[config.mk]
export PLATFORM = sky130hd
export DESIGN_NAME = vga_fb_arbiter
export DESIGN_NICKNAME = d
export VERILOG_FILES = /design/src/rtl/vga_fb_arbiter.sv
export SDC_FILE = /design/constraint.sdc
export NUM_CORES = 1
export LEC_CHECK = 0
export CORE_AREA = 10 10 191 193
export CTS_CLUSTER_SIZE = 24
export DETAILED_ROUTE_END_ITERATION = 16
export DIE_AREA = 0 0 201 203
export PLACE_DENSITY = 0.82
export SETUP_SLACK_MARGIN = 0.2
export SLEW_MARGIN = 0
export SYNTH_ARGS = -nofsm -noshare
export SYNTH_HDL_FRONTEND = slang
export SYNTH_SLANG_ARGS = --single-unit
[constraint.sdc]
create_clock -name i_VGA_CLOCK -period 9.1 [get_ports i_VGA_CLOCK]
set_input_delay 1.82 -clock i_VGA_CLOCK [delete_from_list [all_inputs] [get_ports i_VGA_CLOCK]]
set_output_delay 1.82 -clock i_VGA_CLOCK [all_outputs]
set_load 0.05 [all_outputs]
[src/rtl/vga_fb_arbiter.sv]
// rtl/vga_fb_arbiter.sv - shares one framebuffer RAM between VGA scan-out and a queued host write port
module vga_fb_arbiter #(
  parameter int DATA_W     = 8,
  parameter int ADDR_W     = 19,
  parameter int FB_SIZE    = 307200,
  parameter int FIFO_DEPTH = 16
) (
  input  logic                            i_VGA_CLOCK,
  input  logic                            i_rst_n,
  input  logic                            i_de,
  input  logic                            i_vsync,
  input  logic                            i_wr_valid,
  output logic                            o_wr_ready,
  input  logic [ADDR_W-1:0]               i_wr_addr,
  input  logic [DATA_W-1:0]               i_wr_data,
  output logic [ADDR_W-1:0]               o_mem_addr,
  output logic                            o_mem_we,
  output logic [DATA_W-1:0]               o_mem_wdata,
  input  logic [DATA_W-1:0]               i_mem_rdata,
  output logic [DATA_W-1:0]               o_pix,
  output logic                            o_pix_valid,
  output logic [$clog2(FIFO_DEPTH):0]     o_fifo_cnt
);

  localparam int PTR_W = $clog2(FIFO_DEPTH);
  localparam int CNT_W = PTR_W + 1;

  typedef enum logic [1:0] {IDLE = 2'b00, READ = 2'b01, WRITE = 2'b10} state_t;

  state_t              state;
  logic [ADDR_W-1:0]   fifo_addr [FIFO_DEPTH];
  logic [DATA_W-1:0]   fifo_data [FIFO_DEPTH];
  logic [PTR_W-1:0]    wr_ptr;
  logic [PTR_W-1:0]    rd_ptr;
  logic [CNT_W-1:0]    cnt;
  logic [ADDR_W-1:0]   scan_addr;
  logic                de_d1;
  logic                de_d2;
  logic                full;
  logic                push;
  logic                pop;

  // Ready comes from the registered count, so a pop while full frees a slot only next cycle.
  assign full       = (cnt == CNT_W'(FIFO_DEPTH));
  assign o_wr_ready = i_rst_n & ~full;
  assign push       = i_wr_valid & o_wr_ready;
  assign pop        = ~i_de & (cnt != '0);
  assign o_fifo_cnt = cnt;
  assign o_mem_we   = (state == WRITE);

  always_ff @(posedge i_VGA_CLOCK) begin
    if (push) begin
      fifo_addr[wr_ptr] <= i_wr_addr;
      fifo_data[wr_ptr] <= i_wr_data;
    end
  end

  always_ff @(posedge i_VGA_CLOCK) begin
    if (!i_rst_n) begin
      state       <= IDLE;
      wr_ptr      <= '0;
      rd_ptr      <= '0;
      cnt         <= '0;
      scan_addr   <= '0;
      o_mem_addr  <= '0;
      o_mem_wdata <= '0;
      de_d1       <= 1'b0;
      de_d2       <= 1'b0;
      o_pix       <= '0;
      o_pix_valid <= 1'b0;
    end else begin
      if (push) wr_ptr <= wr_ptr + 1'b1;
      if (pop)  rd_ptr <= rd_ptr + 1'b1;
      if (push && !pop)      cnt <= cnt + 1'b1;
      else if (pop && !push) cnt <= cnt - 1'b1;

      // Scan-out wins outright while de is high; writes only drain in blanking.
      if (i_de) begin
        state      <= READ;
        o_mem_addr <= scan_addr;
      end else if (pop) begin
        state       <= WRITE;
        o_mem_addr  <= fifo_addr[rd_ptr];
        o_mem_wdata <= fifo_data[rd_ptr];
      end else begin
        state <= IDLE;
      end

      if (!i_vsync)
        scan_addr <= '0;
      else if (i_de)
        scan_addr <= (scan_addr == ADDR_W'(FB_SIZE - 1)) ? '0 : scan_addr + 1'b1;

      // de -> address (t+1) -> RAM data (t+2) -> pixel register (t+3)
      de_d1       <= i_de;
      de_d2       <= de_d1;
      o_pix_valid <= de_d2;
      o_pix       <= de_d2 ? i_mem_rdata : '0;
    end
  end

endmodule

==> metrics.csv, run 1 <==
metric,value,unit
outcome,completed,
num_vias,10328,
cp-end-kind,output pin,
final_util,0.685,
min_period,6.13,ns
coreArea,32500,um^2
clk_pin_slew,0.06,ns
die_w,201,um
cts_setup_buffers,0,
path_max_fanout,43,
grt-ovfl-total,0,
max_freq,0.163,GHz
maxSlewHeadroom,0.140,
synth_area,19400,um^2
fillers,1933,
crit_chain,buf_2 > clkinv_1 > a21oi_1 > clkdlybuf4s50_1,
cpPeakStageDelay,0.84,ns
synth_sequential_area_ratio,0.746,
ant_nets,0,
critPathRequiredTime,7.28,ns
grt_usage,0.209,
viasPerCell,6.43,
rows,66,
io_buffers,82,
clock-sinks,507,
grt_pass1_wl,65300,um
ctsHoldBuffers,0,
grt_max_degree,76,
cp-start-kind,primary input,
yosys-top-cells-area,"edfxtp_1 67%, mux4_2 9.0%, dfxtp_1 7.7%, mux2i_1 5.4%, o22ai_1 1.0%",
nets,1174,
rsz0062_at_grt,false,
insertion_delay,0.55,ns
die_area,40800,um^2
route.detailed.drc,0,
fin_crit_sh,0.674,
antenna_found_initial,2,
dp_hpwl,24200,um
drt-initial-drc-count,1139,
cap_violations,0,
ir_drop,168,uV
maxSlewViolCount,0,
hold_path.class,reg2reg,
die_h,203,um
max_slew.worst_pin.slew,1.28,ns
tns,0,ns
final-setup-viol-count,0,
place_congestion,0.819,
ios,83,
cts_resized,0,
initial_core_util,0.598,
ys_ff_latch,507,
cts_root_buffer,clkbuf_16,
syn_inst,1041,
grt_pass1_vias,10427,
firstDrtPassIters,7,
report.power.total,5.29,mW
syn_area_per_cell,18.6,um^2
cts_buffer_depth,3,
finalHoldViolCount,0,
synth_top_cell_by_area,edfxtp_1,
synth_top_area_share,0.668,
worstSetupPathType,in2out,
drive_gt1_frac,0.163,
wl,43200,um
p_leak,6.81,nW
p_per_area,238,nW/um^2
syn-num-nets,1092,
worstPathArrival,4.31,ns
htreeDepth,2,
slowest_stage,clkdlybuf4s50_1,
cts_made_buffers,48,
cts_tree,yes,
yosysWarnings,0,
wire_per_inst,26.9,um
ys_types,52,
finClkSkew,0.0126,ns
area_growth,14.5,%
cell usage in the layout (no fill, tap or decap), types with 9 or more instances in the layout:
cell type | synthesis | layout
a21oi_1 | 24 | 23
a221oi_1 | 16 | 16
buf_4 | 4 | 9
clkbuf_1 | 31 | 14
clkbuf_16 | 0 | 49
clkdlybuf4s50_1 | 0 | 81
dfxtp_1 | 75 | 71
edfxtp_1 | 432 | 432
ha_1 | 10 | 10
inv_1 | 11 | 11
mux2i_1 | 104 | 104
mux4_2 | 78 | 78
nand2_1 | 21 | 21
nand3_1 | 10 | 10
nor2_1 | 42 | 30
nor2_4 | 0 | 12
nor4_1 | 12 | 12
o21ai_0 | 12 | 12
o221ai_1 | 16 | 16
o22ai_1 | 32 | 32
xnor2_1 | 10 | 10
cells by family (layout without fill, tap and decap cells):
kind of cell | Yosys count | after routing | synth area share
DFF | 507 | 507 | 0.746
xor gates and xnor gates | 15 | 15 | 0.00677
and+or+nand+nor | 136 | 136 | 0.0374
adders and majority gates | 11 | 11 | 0.00748
muxes | 182 | 182 | 0.144
buffers and inverters | 71 | 193 | 0.0159
AOI/OAI and AO/OA | 119 | 119 | 0.0428
other | 0 | 2 | 0
metrics by stage:
stage          area, um^2  hold WS (ns)  setup WS, ns  instances
2_1_floorplan       19400         0.436          4.16       1041
3_3_place_gp        20700         0.477          3.07       1515
3_5_place_dp        20700         0.494          3.02       1515
4_1_cts             22200         0.504          3.03       1605
5_1_grt             22200         0.537          2.87       1605
6_report            22200         0.506          2.97       1607
power breakdown:
part | leakage (nW) | internal [mW] | switching [mW]
logic | 1.56 | 0.251 | 0.463
clock network | 0.743 | 1.09 | 0.814
registers | 4.51 | 2.60 | 0.0742
path summary, 6_finish.rpt:
kind	start	end	slack (ns)	cells past startpoint
worst max-delay path	i_rst_n	o_wr_ready	2.97	4
worst min register to register	state[0]$_SDFF_PN0_	de_d2$_SDFF_PN0_	0.51	1
worst min-delay path	state[0]$_SDFF_PN0_	de_d2$_SDFF_PN0_	0.51	1
worst max register to register	o_fifo_cnt[0]$_SDFFE_PN0P_	o_fifo_cnt[4]$_SDFFE_PN0P_	5.61	10
routing by layer:
metal	wire length, um	vias up	track usage
met5	17	-	0
met3	3690	80	0.0369
met4	1140	2	0.0730
met1	17600	5302	0.287
li1	-	4399	-
met2	20800	545	0.332
critical path, delay by kind of cell:
| family | cells | cell delay (ns) |
|---|---|---|
| AOI/OAI and AO/OA | 1 | 0.29 |
| buffers and inverters | 3 | 2.18 |
registers in the layout, summed over array words and instances, names as in the netlist, 2 cells and up, named ones only:
register and count:
o_fifo_cnt 5, fifo_data 128, o_pix 8, rd_ptr 4, state 2, o_mem_addr 19
fifo_addr 304, scan_addr 19, wr_ptr 4, o_mem_wdata 8
cells in the mapped netlist, drive strengths merged:
library cell	instances
nand2	22
nand3	10
a31oi	2
o21ai	12
mux4	78
xnor2	10
and2	4
o211ai	2
buf	27
and4	2
xor2	5
o221ai	16
o31ai	4
nand2b	2
nor2b	2
mux2i	104
or4b	1
ha	10
fa	1
nor3	8
or3	5
nand3b	4
o41ai	1
edfxtp	432
a211oi	1
inv	11
or4	4
nand4	6
a221oi	16
nor3b	1
clkinv	1
o22ai	32
nor4	12
or3b	3
dfxtp	75
o211a	1
clkbuf	32
a21o	4
and3	8
nor2	42
a21oi	25
o2111ai	1
a222oi	2
area by class of cell:
class                      instances  area [um^2]  share of cell area
tap                              442          553              0.0249
inverter                          12         45.0             0.00203
antenna                            2         5.00            0.000225
sequential                       507        14500               0.652
clock buffer                      71         1390              0.0625
timing repair buffer              91          883              0.0397
multi-input combinational        463         4740               0.213
clock inverter                    19          121             0.00546
Note: power is estimated with default switching activity, not from simulation.
==> run 2: changes to the inputs <==
--- a/config.mk
+++ b/config.mk
@@ -5,11 +5,11 @@
 export SDC_FILE = /design/constraint.sdc
 export NUM_CORES = 1
 export LEC_CHECK = 0
-export CORE_AREA = 10 10 191 193
+export CORE_AREA = 10 10 201 203
 export CTS_CLUSTER_SIZE = 24
 export DETAILED_ROUTE_END_ITERATION = 16
-export DIE_AREA = 0 0 201 203
-export PLACE_DENSITY = 0.82
+export DIE_AREA = 0 0 211 213
+export PLACE_DENSITY = 0.77
 export SETUP_SLACK_MARGIN = 0.2
 export SLEW_MARGIN = 0
 export SYNTH_ARGS = -nofsm -noshare
==> constraint.sdc (replaced) <==
create_clock -name i_VGA_CLOCK -period 5.3 [get_ports i_VGA_CLOCK]
set_input_delay 1.06 -clock i_VGA_CLOCK [delete_from_list [all_inputs] [get_ports i_VGA_CLOCK]]
set_output_delay 1.06 -clock i_VGA_CLOCK [all_outputs]
set_load 0.05 [all_outputs]
==> run 2 against run 1 <==
Critical path depth up 1. Setup slack worse by 1.2 ns. Combinational power up 72%. Critical endpoint unchanged. Largest cell class unchanged. Die area up 10%. Worst hold slack worse by 0.041 ns. Register-to-register slack worse by 3.5 ns. Final area up 1.2%. Non-clock buffer count up 11. Count of clock-buffer cells in the layout down 11.
==> metrics.csv, run 2 (synthesis gave the netlist of run 1 again) <==
metric,value,unit,change
grt_usage,0.193,,was 0.209
tns,0,ns,unchanged
cts_root_buffer,clkbuf_16,,unchanged
grt_util_met2,0.298,,was 0.332
crit_start,i_rst_n,,unchanged
max_slew.worst_pin.slew,1.08,ns,was 1.28 ns
viasPerCell,6.26,,was 6.43
p_leak,6.92,nW,was 6.81 nW
die_area,44900,um^2,"was 40,800 um^2"
drive_gt1_frac,0.177,,was 0.163
clock-sinks,507,,unchanged
wl,43100,um,"was 43,200 um"
htreeDepth,2,,unchanged
final_common_cell,edfxtp_1,,unchanged
coreArea,36300,um^2,"was 32,500 um^2"
insertion_delay,0.56,ns,was 0.55 ns
p_per_area,417,nW/um^2,was 238 nW/um^2
ir_drop,233,uV,was 168 uV
reg.largest.list,"fifo_addr (304), fifo_data (128)",,unchanged
fin_crit_sh,0.674,,
grt-ovfl-total,0,,unchanged
worstSetupPathType,in2out,,unchanged
die_w,211,um,was 201 um
cp-end-kind,output pin,,unchanged
maxSlewHeadroom,0.278,,was 0.140
io_buffers,82,,unchanged
maxSlewViolCount,0,,unchanged
wire_per_inst,26.2,um,was 26.9 um
met1_usage,0.274,,was 0.287
outcome,completed,,unchanged
cp-start-kind,primary input,,unchanged
grt_pass1_wl,65200,um,"was 65,300 um"
rsz0062_at_grt,false,,unchanged
worstPathArrival,2.51,ns,was 4.31 ns
die_h,213,um,was 203 um
layout_common_cells,"432 x edfxtp_1, 104 x mux2i_1, 81 x clkdlybuf4s50_1, 78 x mux4_2, 71 x dfxtp_1",,unchanged
min_period,3.57,ns,
area_growth,15.9,%,was 14.5%
worst_hold_slack,0.465,ns,was 0.506 ns
cts_setup_buffers,0,,unchanged
grt_max_degree,51,,was 76
cap_violations,0,,unchanged
diodes,0,,was 2
critPathRequiredTime,4.24,ns,was 7.28 ns
initial_core_util,0.535,,was 0.598
clk_pin_slew,0.06,ns,about the same
grt-busiest-layer,met2,,unchanged
drt-initial-drc-count,1013,,"was 1,139"
route.detailed.drc,0,,unchanged
nets,1186,,"was 1,174"
cts_resized,0,,unchanged
holdCritStartpoint,state[0]$_SDFF_PN0_,,unchanged
r2r_start,o_fifo_cnt[1]$_SDFFE_PN0P_,,was o_fifo_cnt[0]$_SDFFE_PN0P_
firstDrtPassIters,7,,unchanged
finalHoldViolCount,0,,unchanged
ctsHoldBuffers,0,,unchanged
finClkSkew,0.0146,ns,was 0.0126 ns
path_max_fanout,42,,was 43
hold_path.class,reg2reg,,unchanged
grtUsageMet3,0.0434,,was 0.0369
rows,70,,was 66
dp_hpwl,27000,um,"was 24,200 um"
cts_made_buffers,49,,was 48
cts_buffer_depth,3,,unchanged
largest_register_ff_count,304,,unchanged
ios,83,,unchanged
num_vias,10297,,"was 10,328"
cts_tree,yes,,unchanged
ant_nets,0,,unchanged
final-setup-viol-count,0,,unchanged
grt_pass1_vias,10317,,"was 10,427"
top_register,fifo_addr,,unchanged
antenna_found_initial,0,,was 2
place_congestion,0.834,,was 0.819
max_freq,0.280,GHz,
## run 2: cell types whose count changed in the layout (fill, tap and decap cells not counted), moves of 2 or more
cell / delta
clkbuf_16: +2
clkbuf_8: -7
buf_4: +11
clkinvlp_4: +3
clkbuf_1: -6
bufinv_16: +5
diode_2: -2
clkinv_4: +3
## run 2: path summary, 6_finish.rpt
path,endpoint,slack [ns],cells after the start
max reg2reg,o_fifo_cnt[4]$_SDFFE_PN0P_,2.10,11
max,o_wr_ready,1.73,5
min,de_d2$_SDFF_PN0_,0.46,1
min reg2reg,de_d2$_SDFF_PN0_,0.46,1
## run 2: layout make-up
class	instances	area (um^2)
Sequential cell	507	14500
Fill cell	2445	13800
Multi-Input combinational cell	463	4740
Clock buffer	60	1320
Timing Repair Buffer	102	981
Tap cell	468	586
Clock inverter	32	330
Inverter	12	45.0
## run 2: routing by layer
metal  share of wire  wire (um)
met5               0          0
met4           0.018        774
met3           0.094       4040
met2            0.47      20300
met1            0.42      18000
## run 2: where the power goes
part | switching (mW) | internal (mW) | leakage (nW) | total (mW)
registers | 0.153 | 4.46 | 4.51 | 4.61
clock network | 1.46 | 2.07 | 0.798 | 3.54
logic | 0.792 | 0.441 | 1.62 | 1.23
## run 2: metrics by stage
step	cells	worst slack (ns)	util	total power [mW]	area, um^2
after CTS	1644	1.73	0.620	9.42	22500
after global routing	1644	1.62	0.620	9.67	22500
final	1644	1.73	0.620	9.38	22500
after floorplan	1041	1.12	-	5.42	19400
after detailed placement	1552	1.43	0.575	5.92	20800
after global placement	1552	1.57	0.575	5.90	20800
## run 2: worst max-delay path: stages
cell             delay (ns)
clkdlybuf4s50_1        0.48
buf_4                  0.39
clkinv_1               0.16
a21oi_1                0.24
buf_12                 0.17
==> run 3: changes to the inputs <==
--- a/config.mk
+++ b/config.mk
@@ -5,11 +5,11 @@
 export SDC_FILE = /design/constraint.sdc
 export NUM_CORES = 1
 export LEC_CHECK = 0
-export CORE_AREA = 10 10 201 203
+export CORE_AREA = 10 10 191 193
 export CTS_CLUSTER_SIZE = 24
 export DETAILED_ROUTE_END_ITERATION = 16
-export DIE_AREA = 0 0 211 213
-export PLACE_DENSITY = 0.77
+export DIE_AREA = 0 0 201 203
+export PLACE_DENSITY = 0.82
 export SETUP_SLACK_MARGIN = 0.2
 export SLEW_MARGIN = 0
 export SYNTH_ARGS = -nofsm -noshare
==> constraint.sdc (replaced) <==
create_clock -name i_VGA_CLOCK -period 3.3 [get_ports i_VGA_CLOCK]
set_input_delay 0.66 -clock i_VGA_CLOCK [delete_from_list [all_inputs] [get_ports i_VGA_CLOCK]]
set_output_delay 0.66 -clock i_VGA_CLOCK [all_outputs]
set_load 0.05 [all_outputs]
==> run 3 against run 2 <==
Register-to-register slack got worse by 1.6 ns. Critical path depth rose by 4. Final area rose by 0.55%. Sequential power rose by 61%. Worst hold slack improved by 0.0039 ns. Global-route usage rose by 2.7 points. Largest cell class unchanged. Wire length rose by 6.2%.
==> metrics.csv, run 3 (synthesis gave the netlist of run 1 again) <==
metric,value,unit,change
outcome,completed,,unchanged
die_area,40800,um^2,"was 44,900 um^2"
ctsHoldBuffers,0,,unchanged
cts_resized,0,,unchanged
viasPerCell,6.51,,was 6.26
endpoint,o_fifo_cnt[4]$_SDFFE_PN0P_,,was o_wr_ready
min_period,2.78,ns,
cts_buffer_depth,3,,unchanged
cts_tree,yes,,unchanged
layout_common_cells,"432 x edfxtp_1, 104 x mux2i_1, 81 x clkdlybuf4s50_1, 78 x mux4_2, 71 x dfxtp_1",,unchanged
cts_root_buffer,clkbuf_16,,unchanged
tns,0,ns,unchanged
finalHoldViolCount,0,,unchanged
finClkSkew,0.0234,ns,was 0.0146 ns
cts_made_buffers,48,,was 49
io_buffers,82,,unchanged
place_congestion,0.840,,was 0.834
drive_gt1_frac,0.184,,was 0.177
antenna_found_initial,1,,was 0
grt_usage,0.220,,was 0.193
route.detailed.drc,0,,unchanged
maxSlewHeadroom,0.309,,was 0.278
clock-sinks,507,,unchanged
grt_pass1_vias,10675,,"was 10,317"
cap_violations,0,,unchanged
wl,45700,um,"was 43,100 um"
final-setup-viol-count,0,,unchanged
fin_crit_sh,0.843,,
hold_path.class,reg2reg,,unchanged
wire_per_inst,27.8,um,was 26.2 um
dp_hpwl,26500,um,"was 27,000 um"
drt-initial-drc-count,1500,,"was 1,013"
r2r-end,o_fifo_cnt[4]$_SDFFE_PN0P_,,unchanged
r2r_setup_slack,0.52,ns,was 2.10 ns
cts_setup_buffers,0,,unchanged
p_per_area,653,nW/um^2,was 417 nW/um^2
grt_pass1_wl,68000,um,"was 65,200 um"
clk_pin_slew,0.06,ns,about the same
worstSetupPathType,reg2reg,,was in2out
initial_core_util,0.598,,was 0.535
reg2reg_depth,9,,was 11
r2r_start,o_fifo_cnt[0]$_SDFFE_PN0P_,,was o_fifo_cnt[1]$_SDFFE_PN0P_
htreeDepth,2,,unchanged
nets,1212,,"was 1,186"
final_util,0.697,,was 0.620
top_register,fifo_addr,,unchanged
largest_register_ff_count,304,,unchanged
ir_drop,392,uV,was 233 uV
reg.largest.list,"fifo_addr (304), fifo_data (128)",,unchanged
grt-ovfl-total,0,,unchanged
cp-start-kind,flop,,was primary input
max_freq,0.360,GHz,
fillers,1919,,"was 2,445"
final_common_cell,edfxtp_1,,unchanged
max_slew.worst_pin.slew,1.04,ns,was 1.08 ns
grt_max_degree,61,,was 51
critPathRequiredTime,3.78,ns,was 4.24 ns
post-place-cells,1553,,"was 1,552"
coreArea,32500,um^2,"was 36,300 um^2"
insertion_delay,0.56,ns,about the same
cp-end-kind,flop,,was output pin
die_h,203,um,was 213 um
dpl_worst_slack,0.374,ns,was 1.43 ns
finalWorstSetupSlack,0.519,ns,was 1.73 ns
num_vias,10692,,"was 10,297"
rsz0062_at_grt,false,,unchanged
crit_start,o_fifo_cnt[0]$_SDFFE_PN0P_,,was i_rst_n
die_w,201,um,was 211 um
firstDrtPassIters,7,,unchanged
path_max_fanout,6,,was 42
stdcell_count,1643,,"was 1,644"
ant_nets,0,,unchanged
maxSlewViolCount,0,,unchanged
worstPathArrival,3.26,ns,was 2.51 ns
p_leak,7.00,nW,was 6.92 nW
diodes,0,,unchanged
ios,83,,unchanged
area_growth,16.5,%,was 15.9%
rows,66,,was 70
report.power.total,14.8,mW,was 9.38 mW
[run 3: cell types whose count changed in the layout (fill, tap and decap cells not counted), sizes merged]
cell      before  now
buf           21   48
clkinvlp       5    1
bufinv         6    3
clkinv        20   10
clkbuf        60   75
[run 3: per-stage QoR]
stage	area, um^2	hold WS (ns)
final	22600	0.469
after global routing	22600	0.505
after CTS	22600	0.470
after detailed placement	21100	0.457
after global placement	21100	0.448
after floorplan	19400	0.436
[run 3: area by class of cell]
cell class	instances	area, um^2	area share
Clock buffer	75	1390	0.0614
Clock inverter	15	151	0.00669
Inverter	12	45.0	0.00199
Multi-Input combinational cell	463	4770	0.211
Sequential cell	507	14500	0.641
Tap cell	442	553	0.0245
Timing Repair Buffer	129	1220	0.0540
[run 3: worst max-delay path, stage by stage (launching register included)]
cell and delay [ns]:
dfxtp_1 0.38, or4_1 0.62, o211a_1 0.26, ha_1 0.21, inv_1 0.15, ha_1 0.29
a21o_1 0.17, a21oi_1 0.19, mux2i_1 0.24, mux2i_1 0.19
[run 3: report_power, final]
part / total [mW] / internal (mW) / switching (mW)
registers: 7.40 / 7.17 / 0.232
logic: 2.01 / 0.730 / 1.28
clock network: 5.37 / 3.13 / 2.24
total: 14.8 / 11.0 / 3.75
[run 3: worst min path at each step]
stage / start / endpoint / slack, ns / cells past startpoint
final: state[0]$_SDFF_PN0_ / de_d2$_SDFF_PN0_ / 0.47 / 1
after global placement: state[0]$_SDFF_PN0_ / de_d2$_SDFF_PN0_ / 0.45 / 1
after detailed placement: state[0]$_SDFF_PN0_ / de_d2$_SDFF_PN0_ / 0.46 / 1
after global routing: state[0]$_SDFF_PN0_ / de_d2$_SDFF_PN0_ / 0.51 / 1
after floorplan: state[0]$_SDFF_PN0_ / de_d2$_SDFF_PN0_ / 0.44 / 1
after CTS: state[0]$_SDFF_PN0_ / de_d2$_SDFF_PN0_ / 0.47 / 1
[run 3: metal layers]
metal  vias to the layer above  GRT usage  part of all wire
li1                       4476          -                 -
met1                      5432      0.296              0.38
met2                       676      0.355              0.49
met3                       106     0.0446              0.11
met4                         2     0.0738             0.027
met5                         -          0           0.00039
